<file path="config.mk">
export PLATFORM = sky130hd
export DESIGN_NAME = ht_init_ctrl
export DESIGN_NICKNAME = d
export VERILOG_FILES = /design/src/rtl/ht_init_ctrl.sv
export SDC_FILE = /design/constraint.sdc
export NUM_CORES = 1
export LEC_CHECK = 0
export CAP_MARGIN = 20
export CORE_MARGIN = 5
export CORE_UTILIZATION = 45
export CTS_CLUSTER_DIAMETER = 80
export DETAILED_ROUTE_END_ITERATION = 8
export DONT_BUFFER_PORTS = 1
export PLACE_DENSITY_LB_ADDON = 0.2
export SKIP_CTS_REPAIR_TIMING = 1
export SLEW_MARGIN = 0
export SYNTH_ARGS = -nofsm -noshare
export SYNTH_HDL_FRONTEND = slang
export SYNTH_SLANG_ARGS = --single-unit
</file>
<file path="constraint.sdc">
create_clock -name clk_i -period 2.1 [get_ports clk_i]
set_input_delay 0.525 -clock clk_i [delete_from_list [all_inputs] [get_ports clk_i]]
set_output_delay 0.525 -clock clk_i [all_outputs]
set_load 0.01 [all_outputs]
</file>
<file path="src/rtl/ht_init_ctrl.sv">
// ht_init_ctrl: table-clear sequencer and outstanding-command limiter in front of the hash table.
// Define HT_INIT_CTRL_STATS_EN to enable the saturating completed-clear counter on clear_cnt_o.
module ht_init_ctrl #(
   parameter int unsigned CMD_W           = 64,
   parameter int unsigned MAX_OUTSTANDING = 16,
   parameter int unsigned TIMEOUT_CYC     = 65535
) (
   input  logic             clk_i,
   input  logic             rst_i,
   input  logic [CMD_W-1:0] up_cmd_i,
   input  logic             up_valid_i,
   output logic             up_ready_o,
   output logic [CMD_W-1:0] dn_cmd_o,
   output logic             dn_valid_o,
   input  logic             dn_ready_i,
   input  logic             res_valid_i,
   input  logic             res_ready_i,
   input  logic             clear_req_i,
   output logic             head_clear_run_o,
   input  logic             head_clear_done_i,
   output logic             data_clear_run_o,
   input  logic             data_clear_done_i,
   output logic             init_done_o,
   output logic             busy_o,
   output logic             timeout_err_o,
   output logic [15:0]      clear_cnt_o
);

   localparam int unsigned OutW = $clog2(MAX_OUTSTANDING + 1);
   localparam int unsigned ToW  = 20;
   localparam logic [OutW-1:0] MaxOut = OutW'(MAX_OUTSTANDING);
   localparam logic [ToW-1:0]  ToLim  = ToW'(TIMEOUT_CYC);

   typedef enum logic [2:0] {
      StClearStart,
      StClearWait,
      StReady,
      StDrain,
      StErr
   } state_e;

   state_e          state_q, state_d;
   logic [OutW-1:0] out_q, out_d;
   logic [ToW-1:0]  to_q, to_d;
   logic            head_done_q, head_done_d;
   logic            data_done_q, data_done_d;
   logic            terr_q, terr_d;
   logic            pend_q, pend_d;
   logic            full, cmd_open, acc, ret;

   // Command path is a pure gate: open only in READY and while below the in-flight cap.
   assign full       = (out_q == MaxOut);
   assign cmd_open   = (state_q == StReady) && !full;
   assign dn_cmd_o   = up_cmd_i;
   assign dn_valid_o = cmd_open & up_valid_i;
   assign up_ready_o = cmd_open & dn_ready_i;

   assign acc = dn_valid_o & dn_ready_i;
   // A result with nothing outstanding is a protocol error and is dropped.
   assign ret = res_valid_i & res_ready_i & (out_q != '0);

   always_comb begin
      out_d = out_q;
      if (acc && !ret) begin
         out_d = out_q + OutW'(1);
      end else if (!acc && ret) begin
         out_d = out_q - OutW'(1);
      end
   end

   // The reset state is CLEAR_START, so its outputs are masked while reset is held.
   assign head_clear_run_o = rst_i && (state_q == StClearStart);
   assign data_clear_run_o = rst_i && (state_q == StClearStart);
   assign busy_o           = rst_i && ((state_q == StClearStart) || (state_q == StClearWait) ||
                                       (state_q == StDrain));
   assign init_done_o      = (state_q == StReady);
   assign timeout_err_o    = terr_q;

   always_comb begin
      state_d     = state_q;
      to_d        = to_q;
      head_done_d = head_done_q;
      data_done_d = data_done_q;
      terr_d      = terr_q;
      pend_d      = pend_q;
      unique case (state_q)
         StClearStart: begin
            head_done_d = 1'b0;
            data_done_d = 1'b0;
            to_d        = '0;
            state_d     = StClearWait;
         end
         StClearWait: begin
            head_done_d = head_done_q | head_clear_done_i;
            data_done_d = data_done_q | data_clear_done_i;
            if (head_done_d && data_done_d) begin
               state_d = StReady;
            end else begin
               to_d = to_q + ToW'(1);
               if (to_d == ToLim) begin
                  state_d = StErr;
                  terr_d  = 1'b1;
               end
            end
         end
         StReady: begin
            if (clear_req_i || pend_q) begin
               state_d = StDrain;
               pend_d  = 1'b0;
            end
         end
         StDrain: begin
            if (out_d == '0) begin
               state_d = StClearStart;
            end
         end
         StErr: begin
            if (clear_req_i) begin
               state_d = StClearStart;
            end
         end
         default: state_d = StClearStart;
      endcase
      // Requests arriving mid-sequence are remembered and served once READY is reached.
      if (clear_req_i && ((state_q == StClearStart) || (state_q == StClearWait) ||
                          (state_q == StDrain))) begin
         pend_d = 1'b1;
      end
   end

   always_ff @(posedge clk_i or negedge rst_i) begin
      if (!rst_i) begin
         state_q     <= StClearStart;
         out_q       <= '0;
         to_q        <= '0;
         head_done_q <= 1'b0;
         data_done_q <= 1'b0;
         terr_q      <= 1'b0;
         pend_q      <= 1'b0;
      end else begin
         state_q     <= state_d;
         out_q       <= out_d;
         to_q        <= to_d;
         head_done_q <= head_done_d;
         data_done_q <= data_done_d;
         terr_q      <= terr_d;
         pend_q      <= pend_d;
      end
   end

`ifdef HT_INIT_CTRL_STATS_EN
   logic [15:0] cnt_q, cnt_d;
   logic        clr_ok;

   assign clr_ok = (state_q == StClearWait) && (state_d == StReady);

   always_comb begin
      cnt_d = cnt_q;
      if (clr_ok && (cnt_q != 16'hFFFF)) begin
         cnt_d = cnt_q + 16'd1;
      end
   end

   always_ff @(posedge clk_i or negedge rst_i) begin
      if (!rst_i) begin
         cnt_q <= '0;
      end else begin
         cnt_q <= cnt_d;
      end
   end

   assign clear_cnt_o = cnt_q;
`else
   assign clear_cnt_o = 16'h0;
`endif

endmodule

</file>
==> Word level (Yosys, flattened, before mapping) <==
Cells that the tools add are included.
Widths: inputs -> output; s select.
{ "word_totals": {"word_cells": 67, "ram_bits": 0, "mem_bits_ro": 0, "memories": 0, "latchBits": 0, "regBits": 32} }
{ "op_classes": {"mul": 0, "n_mux": 15, "add_sub_neg": 3, "shift": 0, "n_lt_le_gt_ge": 0, "n_div": 0, "eq_ne": 11, "reduce_logical": 23, "bitwise": 8} }
{ "ops": {"columns": ["operator", "n"], "rows": [
  ["$pmux 20 s2", 1],
  ["$add 20x1->20 const B", 1],
  ["$eq 20x16->1 const B", 1],
  ["$mux 20", 1],
  ["$mux 3", 5],
  ["$pmux 3 s5", 1],
  ["$mux 5", 2],
  ["$logic_and 1x1->1", 7],
  ["$eq 3x2->1 const B", 2],
  ["$reduce_bool 2->1", 3],
  ["$add 5x1->5 const B", 1],
  ["$and 1x1->1", 5],
  ["$eq 5x5->1 const B", 1],
  ["$logic_not 5->1", 1],
  ["$reduce_bool 5->1", 1],
  ["$sub 5x1->5 const B", 1],
  ["$ne 2x1->1 const B", 2],
  ["$ne 2x2->1 const B", 2],
  ["$pmux 1 s2", 2],
  ["$reduce_and 2->1", 2],
  ["$reduce_and 4->1", 1],
  ["$eq 3x1->1 const B", 1],
  ["$eq 3x3->1 const B", 1],
  ["$logic_not 1->1", 3],
  ["7 further kinds", 12]
]} }

==> Longest topological paths before layout <==
Gate-level depths: netlist (run 1).
{ "depth": {"depth_word": 12, "depth_mapped": 9, "depth_no_buf": 8} }

==> Worst setup path before layout (run 1) <==
OpenSTA, ideal clock, no wires.
{ "synth_path": {"kind": "reg-to-reg", "from": "register to_q[1]", "to": "register state_q[0]", "synth_period_minus_slack_ns": 2.175, "setup_time_ns": 0.128, "stages_incl_launch_ff": 10, "path_slack_ns": -0.075, "arrival_ns": 2.046, "path_cell_list": "dfrtp_1 ha_1 buf_2 and3_1 buf_4 nand4_1 or3b_1 a21boi_1 o2111ai_2 o2bb2ai_1"} }
{ "synth_between": {"elab_chain_len": 4} }
{ "synth_rtl": {"columns": ["item", "line", "source"], "rows": [
  ["start: declaration", "44", "logic [ToW-1:0] to_q, to_d;"],
  ["start signal: assignment", "143", "to_q <= to_d;"],
  ["$add 20x1->20", "99", "to_d = to_q + ToW'(1);"],
  ["$eq 20x16->1", "100", "if (to_d == ToLim) begin"],
  ["$ne 3x1->1 (no source line)", null, null],
  ["$reduce_and 4->1 (no source line)", null, null],
  ["end signal: assignment", "133", "state_q <= StClearStart;"],
  ["end signal: assignment", "141", "state_q <= state_d;"],
  ["end: declaration", "42", "state_e state_q, state_d;"]
]} }
Every way passes these cells.
A chain may end at the register's enable or synchronous reset.

==> Final worst setup path (run 1) <==
{ "layout_path": {"from": "register out_q[1]", "to": "output dn_valid_o"} }
{ "layout_between": {"elab_chain_len": 4} }
{ "layout_rtl": {"columns": ["item", "line", "source"], "rows": [
  ["start: declaration", "43", "logic [OutW-1:0] out_q, out_d;"],
  ["start signal: assignment", "142", "out_q <= out_d;"],
  ["$eq 5x5->1", "52", "assign full = (out_q == MaxOut);"],
  ["$logic_not 1->1", "53", "assign cmd_open = (state_q == StReady) && !full;"],
  ["$logic_and 1x1->1", "53", null],
  ["$and 1x1->1", "55", "assign dn_valid_o = cmd_open & up_valid_i;"],
  ["end: declaration", "14", "output logic dn_valid_o,"]
]} }
Every way passes these cells.

==> results.txt, run 1 <==
IO buf count: 0
combinational share of power: 46.7%
Async SR Flop Fraction: 100%
DRC Markers: 0
WL met1: 2810 um
GRT overflow: 0
FF-to-FF Start: out_q[1]$_DFF_PN0_
Seq pwr share: 33.8%
post-synthesis sequential area ratio: 28.2%
Post-synth EDFFs: 0
synth warn: 0
type of the most critical hold path: in -> async
Setup Skew: 4.44 ps
clock root cell: clkbuf_8
H-Tree Depth: 2
crit-path max cell delay: 360 ps
Total GRT Usage: 15.9%
Most used DFF post-synth: dfrtp_1
CP max FO: 4
CTS max path bufs: 2
total number of vias: 2207
clock share of power: 19.5%
Avg Cell Area, Syn: 8.27 um2
IO Count: 160
internal power: 1570 uW
met2 wire len: 2890 um
element type at the critical path start: register
share of cells above drive strength 1: 26.8%
DR top layer: met4
crit-path leading delay family: simple AND/OR/NAND/NOR gates
vias in the first global route: 2038
WHS: 64.7 ps
pwr/cell area: 886 nW/um2
Initial DRT Pass Iterations: 5
Placed Instances: 374
Inserted Clock Buffers: 5
Layout Cells excl Fill: 391
final WL: 6250 um
min cycle time layout: 2150 ps
NetSw: 960 uW
Worst setup EP type: primary output
status: finished with violations
chip height: 89.4 um
Sw Ratio: 38.0%
worst-skew pair later-pin latency: 280 ps
DR vias/cell: 5.64
Iter 0 DRT Violations: 84
# clock sinks: 32
top-area cell type share of the netlist area: 28.2%
largest cells by area after synthesis: dfrtp_1 28%, buf_4 22%, o21ai_0 4.1%
antenna violations before repair: 0
Crit Path Class: reg -> out
RD Place Congestion: 0.834
max-cap viol count: 0
Seq cells post-synth: 32
mean routed wirelength per cell: 16.0 um
Pleak: 0.00118 uW
Synth Instances: 343
CP bufs+invs: 3
Slowest cell on crit path: dfrtp_1
Die W: 89.4 um
Tcrit/Tclk final: 103%
r2r endpoint: state_q[1]$_DFFE_PN0P_
Mapped Area: 2840 um2
failing checks: setup timing
CTS tree: built
Synth cell types: 61
RSZ-0062 raised after global routing: yes
Syn-to-layout area delta: 0.618%
Core Area: 6240 um2
internal reg-to-reg setup slack: -20 ps
final core utilization: 45.7%
Critical Path AT: 1630 ps
area leader, netlist: dfrtp_1
met3 WL: 382 um
Fillers: 612
Final Setup Violations: 3
pin count of the biggest net entering global routing: 35
n_diodes: 0
WP data required: 1570 ps
crit-path cells: inv_2, ha_4, and4bb_1, buf_6, nor4b_4, buf_4
FP Rows: 29
global-route wire length before repair: 9950 um
Die Area: 7990 um2
Max Slew Vio Count: 0
fmax: 465 MHz
Final nets: 391
remaining antenna violation count: 0
Final Hold Fails: 0
Final WS setup: -52.7 ps
placed wire-length estimate: 4530 um
register clock-pin slew on the reported worst setup and hold paths: 70 ps
maximum VDD drop: 0.454 mV
starting density of the core: 45.4%
reg2reg path depth: 8
[worst max path at each step]
stage / start / depth (start not counted) / end / slack (ps)
2_1_floorplan: to_q[1]$_DFFE_PN0P_ / 9 / state_q[0]$_DFFE_PN0P_ / -20
3_3_place_gp: out_q[1]$_DFF_PN0_ / 8 / state_q[1]$_DFFE_PN0P_ / 5
3_5_place_dp: out_q[1]$_DFF_PN0_ / 8 / state_q[1]$_DFFE_PN0P_ / -70
4_1_cts: out_q[0]$_DFF_PN0_ / 6 / dn_valid_o / -120
5_1_grt: out_q[1]$_DFF_PN0_ / 6 / dn_valid_o / -140
6_report: out_q[1]$_DFF_PN0_ / 6 / dn_valid_o / -50
[Yosys cell counts, types with 2 or more instances]
library cell,count
a21boi_0,2
dfrtp_1,32
xnor2_1,3
nor4_1,2
xor2_1,4
buf_6,2
o21ai_1,14
nor2_1,21
buf_2,6
a21oi_1,12
mux2i_1,2
nand3b_1,5
a31oi_1,8
nand2b_1,2
o211ai_1,2
o31ai_1,5
clkbuf_1,7
ha_1,5
nor4b_1,2
nand3_1,10
inv_1,7
nand2_1,20
and2_1,7
and3_1,7
buf_4,82
and4_1,2
nor3_1,2
o22ai_1,3
nand4b_1,3
o21ai_0,23
nand4_1,11
[layout make-up]
class                           instances  area, um2  share of cell area [%]
Clock buffer                            8       90.1                    3.16
Inverter                                7       26.3                   0.921
Multi-Input combinational cell        221       1460                    51.3
Sequential cell                        32        803                    28.2
Tap cell                               77       96.3                    3.38
Timing Repair Buffer                   46        373                    13.1
[registers in the layout, indices dropped and copies added, names as in the netlist]
name,flops
state_q,3
out_q,5
pend_q,1
timeout_err_o,1
data_done_q,1
head_done_q,1
to_q,20
[placed cells by master (no fill, tap or decap), drive strengths merged, types with 3 or more instances in the layout]
| master | count |
|---|---|
| nand4 | 11 |
| ha | 5 |
| nor4 | 3 |
| and3 | 7 |
| dfrtp | 32 |
| xnor2 | 3 |
| a21oi | 12 |
| a31oi | 8 |
| a21boi | 3 |
| nand4b | 3 |
| nand3 | 11 |
| o31ai | 5 |
| clkbuf | 8 |
| nand3b | 5 |
| o22ai | 3 |
| and2 | 8 |
| xor2 | 4 |
| nand2 | 20 |
| conb | 16 |
| inv | 7 |
| buf | 46 |
| and4 | 3 |
| nor2 | 21 |
| o21ai | 38 |
[cell families after synthesis]
logic type | Yosys count | synth area share, %
flops | 32 | 28.2
buf+inv | 105 | 25.6
other cells | 1 | 0.132
xor+xnor | 7 | 2.16
mux | 2 | 0.706
fa+ha+maj | 5 | 2.21
compound gates | 82 | 18.6
simple gates | 109 | 22.4
[per-stage QoR]
step	setup slack, ps	cell area [um2]	TNS (ps)	power [uW]
after floorplan	-21.0	2900	-21.0	1550
after global placement	5.06	2570	0	1770
after detailed placement	-73.4	2570	-128	1780
after CTS	-122	2660	-269	2280
after global routing	-136	2850	-361	2700
final	-52.7	2850	-85.4	2530
[power groups by stage]
stage / Sequential (uW) / Combinational, uW / Clock, uW
after floorplan: 861 / 689 / 0
after global placement: 836 / 936 / 0
after detailed placement: 843 / 940 / 0
after CTS: 832 / 943 / 501
after global routing: 866 / 1290 / 542
final: 855 / 1180 / 492
[metal layers]
metal / vias up / global-route usage, %
met3: 30 / 5.07
li1: 1057 / -
met1: 1046 / 20.0
met2: 74 / 25.9
met4: 0 / 4.74
met5: - / 0
No activity file was read; power rests on OpenSTA's default activity.
==> run 2, diff against run 1 <==
--- a/config.mk
+++ b/config.mk
@@ -8,6 +8,7 @@
 export CAP_MARGIN = 20
 export CORE_MARGIN = 5
 export CORE_UTILIZATION = 45
+export CTS_BUF_LIST = sky130_fd_sc_hd__clkbuf_4
 export CTS_CLUSTER_DIAMETER = 80
 export DETAILED_ROUTE_END_ITERATION = 8
 export DONT_BUFFER_PORTS = 1
==> run 2 against run 1 <==
  * The run still ends with setup timing left
  * Combinational power rose by 7%
  * Clock power fell by 26%
  * Sequential cell count did not move
  * Utilization rose by 0.46 points
  * Largest power group unchanged
==> results.txt, run 2 (synthesis results as in run 1) <==
highest-count cells in the layout ignoring fill and taps: 43 x buf_4, 30 x dfrtp_1, 21 x nor2_1, 21 x o21ai_0, 20 x nand2_1
clock share of power: 14.7% (-4.8 points)
pwr/cell area: 857 nW/um2 (-3.3%)
RD Place Congestion: 0.834 (unchanged)
antenna violations before repair: 0 (unchanged)
final core utilization: 46.2% (+0.46 points)
element type at the critical path start: register
Die W: 89.4 um (unchanged)
IO Count: 160 (unchanged)
Placement Cell Area: 2570 um2 (unchanged)
Tcrit/Tclk final: 106% (+3.6 points)
Critical Path AT: 1700 ps (+70 ps)
Place WS: -73.4 ps (unchanged)
Slowest cell on crit path: dfrtp_1
Core Area: 6240 um2 (unchanged)
Multi-input gate area: 1490 um2 (+1.8%)
share of cells above drive strength 1: 28.9% (+2.2 points)
min cycle time layout: 2230 ps (+74.9 ps)
Final WS setup: -128 ps (-74.9 ps)
status: finished with violations
internal power: 1500 uW (-4.4%)
register area: 803 um2 (unchanged)
Setup Skew: 9.90 ps (+5.46 ps)
mean routed wirelength per cell: 16.4 um (+2.8%)
Layout Cells excl Fill: 395 (+1.0%)
pin count of the biggest net entering global routing: 35 (unchanged)
crit-path cells: inv_2, ha_4, and4bb_1, buf_6, nor4b_4, buf_4
Reg with most FFs: to_q
hold_sp: head_clear_done_i
Pleak: 0.00119 uW (+1.2%)
type of the most critical hold path: in -> reg
Final nets: 395 (+1.0%)
CTS max path bufs: 2 (unchanged)
Max Slew Vio Count: 0 (unchanged)
max FFs per register: 20 (unchanged)
FP Rows: 29 (unchanged)
Initial DRT Pass Iterations: 4 (-1)
total number of vias: 2292 (+3.9%)
CP bufs+invs: 3 (unchanged)
power after layout: 2470 uW (-2.4%)
Syn-to-layout area delta: 1.63%
register clock-pin slew on the reported worst setup and hold paths: 100 ps (+30 ps)
CP max FO: 4 (unchanged)
Regs by FF count: to_q x20, out_q x5, state_q x3
remaining antenna violation count: 0 (unchanged)
max-cap viol count: 0 (unchanged)
Final Hold Fails: 0 (unchanged)
WP data required: 1570 ps (about the same)
NetSw: 969 uW (+0.94%)
CTS tree: built
fmax: 449 MHz (-3.4%)
# clock sinks: 32 (unchanged)
GRT overflow: 0 (unchanged)
IO buf count: 0 (unchanged)
clock root cell: clkbuf_4
Iter 0 DRT Violations: 131 (+56%)
vias in the first global route: 2069 (+1.5%)
DRC Markers: 0 (unchanged)
combinational share of power: 50.9% (+4.2 points)
placed wire-length estimate: 4530 um (unchanged)
Inserted Clock Buffers: 5 (unchanged)
chip height: 89.4 um (unchanged)
Worst setup EP type: primary output
Fillers: 616 (+0.65%)
Crit Path Class: reg -> out
Total GRT Usage: 16.1% (+0.21 points)
Final Setup Violations: 3 (unchanged)
n_diodes: 0 (unchanged)
launch point of the worst path: out_q[1]$_DFF_PN0_
crit-path leading delay family: simple AND/OR/NAND/NOR gates
H-Tree Depth: 2 (unchanged)
DR vias/cell: 5.80 (+2.8%)
failing checks: setup timing
Seq pwr share: 34.4% (+0.6 points)
starting density of the core: 45.4% (unchanged)
final WL: 6490 um (+3.9%)
crit-path max cell delay: 380 ps (+20 ps)
maximum VDD drop: 0.562 mV (+24%)
Die Area: 7990 um2 (unchanged)
Final Instance Area: 2880 um2 (+1.0%)
FF-to-FF Start: out_q[1]$_DFF_PN0_
RSZ-0062 raised after global routing: yes
Sw Ratio: 39.2% (+1.3 points)
global-route wire length before repair: 10000 um (+0.83%)
most common cell after layout, fill and taps aside: buf_4
worst-skew pair later-pin latency: 340 ps (+60 ps)
Placed Instances: 374 (unchanged)
-- run 2: cell types whose count changed in the layout (fill, tap and decap cells not counted), moves of 2 or more --
| cell | delta |
|---|---|
| a21oi_2 | +2 |
| clkbuf_1 | -2 |
| clkbuf_8 | -6 |
| clkbuf_4 | +7 |
| a21oi_1 | -2 |
| buf_4 | +2 |
-- run 2: worst paths after layout --
kind,cells past startpoint,endpoint,slack (ps)
max reg2reg,8,state_q[0]$_DFFE_PN0P_,-40
min reg2reg,2,pend_q$_DFFE_PN0P_,520
min in group asynchronous,2,out_q[1]$_DFF_PN0_,620
min,2,head_done_q$_DFFE_PN0N_,330
max,6,dn_valid_o,-130
max in group asynchronous,2,to_q[1]$_DFFE_PN0P_,1290
-- run 2: worst reg2reg max path, stage by stage, from the launching register on --
cell and delay [ps]:
dfrtp_1 410, inv_2 90, ha_4 140, or4b_4 470
a211o_1 280, a21oi_2 130, o21ai_2 90, nor4_4 310
o2bb2ai_1 110
-- run 2: per-stage QoR --
stage | setup TNS, ps | hold slack (ps)
2_1_floorplan | -21.0 | 229
3_3_place_gp | 0 | 230
3_5_place_dp | -128 | 230
4_1_cts | -398 | -147
5_1_grt | -539 | 321
6_report | -196 | 331
-- run 2: per-layer routing --
metal  vias to the layer above  wire length, um  global-route usage [%]
met4                         0              223                    6.77
met2                        96             3080                    26.4
met1                      1090             2760                    20.0
met3                        40              427                    3.96
li1                       1066                -                       -
met5                         -                0                       0
-- run 2: power by group through the flow --
| stage | clock network [uW] | logic (uW) | registers, uW |
|---|---|---|---|
| 3_5_place_dp | 0 | 940 | 843 |
| 6_report | 363 | 1260 | 850 |
| 3_3_place_gp | 0 | 936 | 836 |
| 2_1_floorplan | 0 | 689 | 861 |
| 5_1_grt | 413 | 1370 | 865 |
| 4_1_cts | 380 | 944 | 831 |
-- run 2: final cells by class --
type	instances	share of cell area, %
Multi-Input combinational cell	221	51.7
Sequential cell	32	27.9
Timing Repair Buffer	50	14.2
Tap cell	77	3.34
Clock buffer	7	1.82
Inverter	7	0.912
Clock inverter	1	0.130
==> run 3, diff against run 2 <==
--- a/config.mk
+++ b/config.mk
@@ -7,7 +7,7 @@
 export LEC_CHECK = 0
 export CAP_MARGIN = 20
 export CORE_MARGIN = 5
-export CORE_UTILIZATION = 45
+export CORE_UTILIZATION = 65
 export CTS_BUF_LIST = sky130_fd_sc_hd__clkbuf_4
 export CTS_CLUSTER_DIAMETER = 80
 export DETAILED_ROUTE_END_ITERATION = 8
==> constraint.sdc (replaced) <==
create_clock -name clk_i -period 2.2 [get_ports clk_i]
set_input_delay 0.55 -clock clk_i [delete_from_list [all_inputs] [get_ports clk_i]]
set_output_delay 0.55 -clock clk_i [all_outputs]
set_load 0.01 [all_outputs]
==> run 3 against run 2 <==
  * The run now ends clean
  * Clock power rose by 23%
  * Largest cell class unchanged
  * Critical endpoint is now state_q[1]$_DFFE_PN0P_
  * First-iteration DRC count fell by 30%
  * Register-to-register slack better by 60 ps
  * Utilization is 15 points higher
  * Non-clock buffer count shrank 23
==> results.txt, run 3 (synthesis results as in run 1) <==
status: finished, final reports clean
max-cap viol count: 0 (unchanged)
# clock sinks: 32 (unchanged)
Total GRT Usage: 17.6% (+1.6 points)
Worst setup EP type: register
element type at the critical path start: register
Tcrit/Tclk final: 99.0%
H-Tree Depth: 2 (unchanged)
total number of vias: 2112 (-7.9%)
remaining antenna violation count: 0 (unchanged)
Placed Instances: 336 (-10%)
mean routed wirelength per cell: 15.9 um (-3.6%)
chip height: 76.0 um (-15%)
fmax: 459 MHz
Regs by FF count: to_q x20, out_q x5, state_q x3
internal reg-to-reg setup slack: 20 ps (+60 ps)
maximum VDD drop: 0.490 mV (-13%)
Layout Cells excl Fill: 347 (-12%)
IO buf count: 0 (unchanged)
Die Area: 5780 um2 (-28%)
type of the most critical hold path: in -> async
Inserted Clock Buffers: 5 (unchanged)
DR top layer: met4
Final Setup Violations: 0 (-3)
IO Count: 160 (unchanged)
WL met1: 2470 um (-11%)
met2 wire len: 2390 um (-22%)
FP Rows: 24 (-17%)
Final Hold Fails: 0 (unchanged)
Final WS setup: 22.7 ps (+150 ps)
CTS max path bufs: 2 (unchanged)
Core Area: 4290 um2 (-31%)
placed wire-length estimate: 3920 um (-13%)
CP max FO: 3 (-1)
RD Place Congestion: 0.882 (+5.8%)
starting density of the core: 66.0% (+21 points)
final setup TNS: 0 ps (+196 ps)
worst-skew pair later-pin latency: 340 ps (about the same)
antenna violations before repair: 0 (unchanged)
final WL: 5500 um (-15%)
register clock-pin slew on the reported worst setup and hold paths: 120 ps (+20 ps)
Pleak: 0.00108 uW (-9.5%)
WHS: 18.4 ps (-313 ps)
Setup Skew: 22.2 ps (+12.3 ps)
Critical Path AT: 2400 ps (+700 ps)
Iter 0 DRT Violations: 92 (-30%)
n_diodes: 0 (unchanged)
WP data required: 2430 ps (+860 ps)
GRT overflow: 0 (unchanged)
Die W: 76.0 um (-15%)
met3 WL: 399 um (-6.6%)
vias in the first global route: 1895 (-8.4%)
max FFs per register: 20 (unchanged)
RSZ-0062 raised after global routing: yes
Initial DRT Pass Iterations: 4 (unchanged)
clock root cell: clkbuf_4
most common cell after layout, fill and taps aside: dfrtp_1
pwr/cell area: 832 nW/um2 (-2.9%)
Reg with most FFs: to_q
DRC Markers: 0 (unchanged)
Crit Path Class: reg -> reg
power after layout: 2170 uW (-12%)
Syn-to-layout area delta: -7.94%
Max Slew Vio Count: 0 (unchanged)
Final nets: 372 (-5.8%)
global-route wire length before repair: 8760 um (-13%)
pin count of the biggest net entering global routing: 35 (unchanged)
min cycle time layout: 2180 ps
CTS tree: built
Place WS: 13.8 ps (+87.2 ps)
share of cells above drive strength 1: 19.7% (-9.3 points)
highest-count cells in the layout ignoring fill and taps: 32 x dfrtp_1, 25 x buf_4, 21 x nor2_1, 21 x o21ai_0, 19 x nand2_1
DR vias/cell: 6.09 (+4.9%)
run 3: cell types whose count changed in the layout (fill, tap and decap cells not counted), sizes merged:
cell | before | now
dlygate4sd3 | 1 | 0
bufinv | 0 | 1
buf | 49 | 27
clkinvlp | 0 | 1
clkbuf | 7 | 5
run 3: area by class of cell:
| class | count | area [um2] |
|---|---|---|
| Fill cell | 382 | 1680 |
| Multi-Input combinational cell | 221 | 1420 |
| Sequential cell | 32 | 801 |
| Timing Repair Buffer | 27 | 219 |
| Tap cell | 52 | 65.1 |
| Clock inverter | 3 | 42.5 |
| Clock buffer | 5 | 37.5 |
| Inverter | 7 | 26.3 |
run 3: metrics by stage:
step           area, um2  utilization, %
6_report            2610            60.8
5_1_grt             2610            60.8
4_1_cts             2520            58.7
3_5_place_dp        2440            56.8
3_3_place_gp        2440            56.8
2_1_floorplan       2890               -
run 3: metal layers:
layer	GRT usage, %	vias up
li1	-	1013
met1	22.5	986
met2	26.5	67
met3	5.20	46
met4	9.79	0
met5	0	-
run 3: final timing paths:
kind                                          from                     end  cells past startpoint
worst max-delay path            out_q[0]$_DFF_PN0_  state_q[1]$_DFFE_PN0P_                      8
worst min-delay path                         rst_i      out_q[0]$_DFF_PN0_                      1
worst max register to register  out_q[0]$_DFF_PN0_  state_q[1]$_DFFE_PN0P_                      8
worst min register to register  pend_q$_DFFE_PN0P_      pend_q$_DFFE_PN0P_                      2
max in group asynchronous                    rst_i      out_q[1]$_DFF_PN0_                      1
min in group clk_i                     clear_req_i  state_q[2]$_DFFE_PN0P_                      2
run 3: where the power goes:
group          switching, uW  internal (uW)
Combinational            521            404
Sequential               103            696
Clock                    210            237
run 3: critical path: stages (launching register included):
cell,delay [ps]
dfrtp_1,410
inv_2,100
ha_4,140
or4b_4,470
a211o_1,290
a21oi_2,140
o21ai_2,80
nor4_4,330
a211oi_2,110
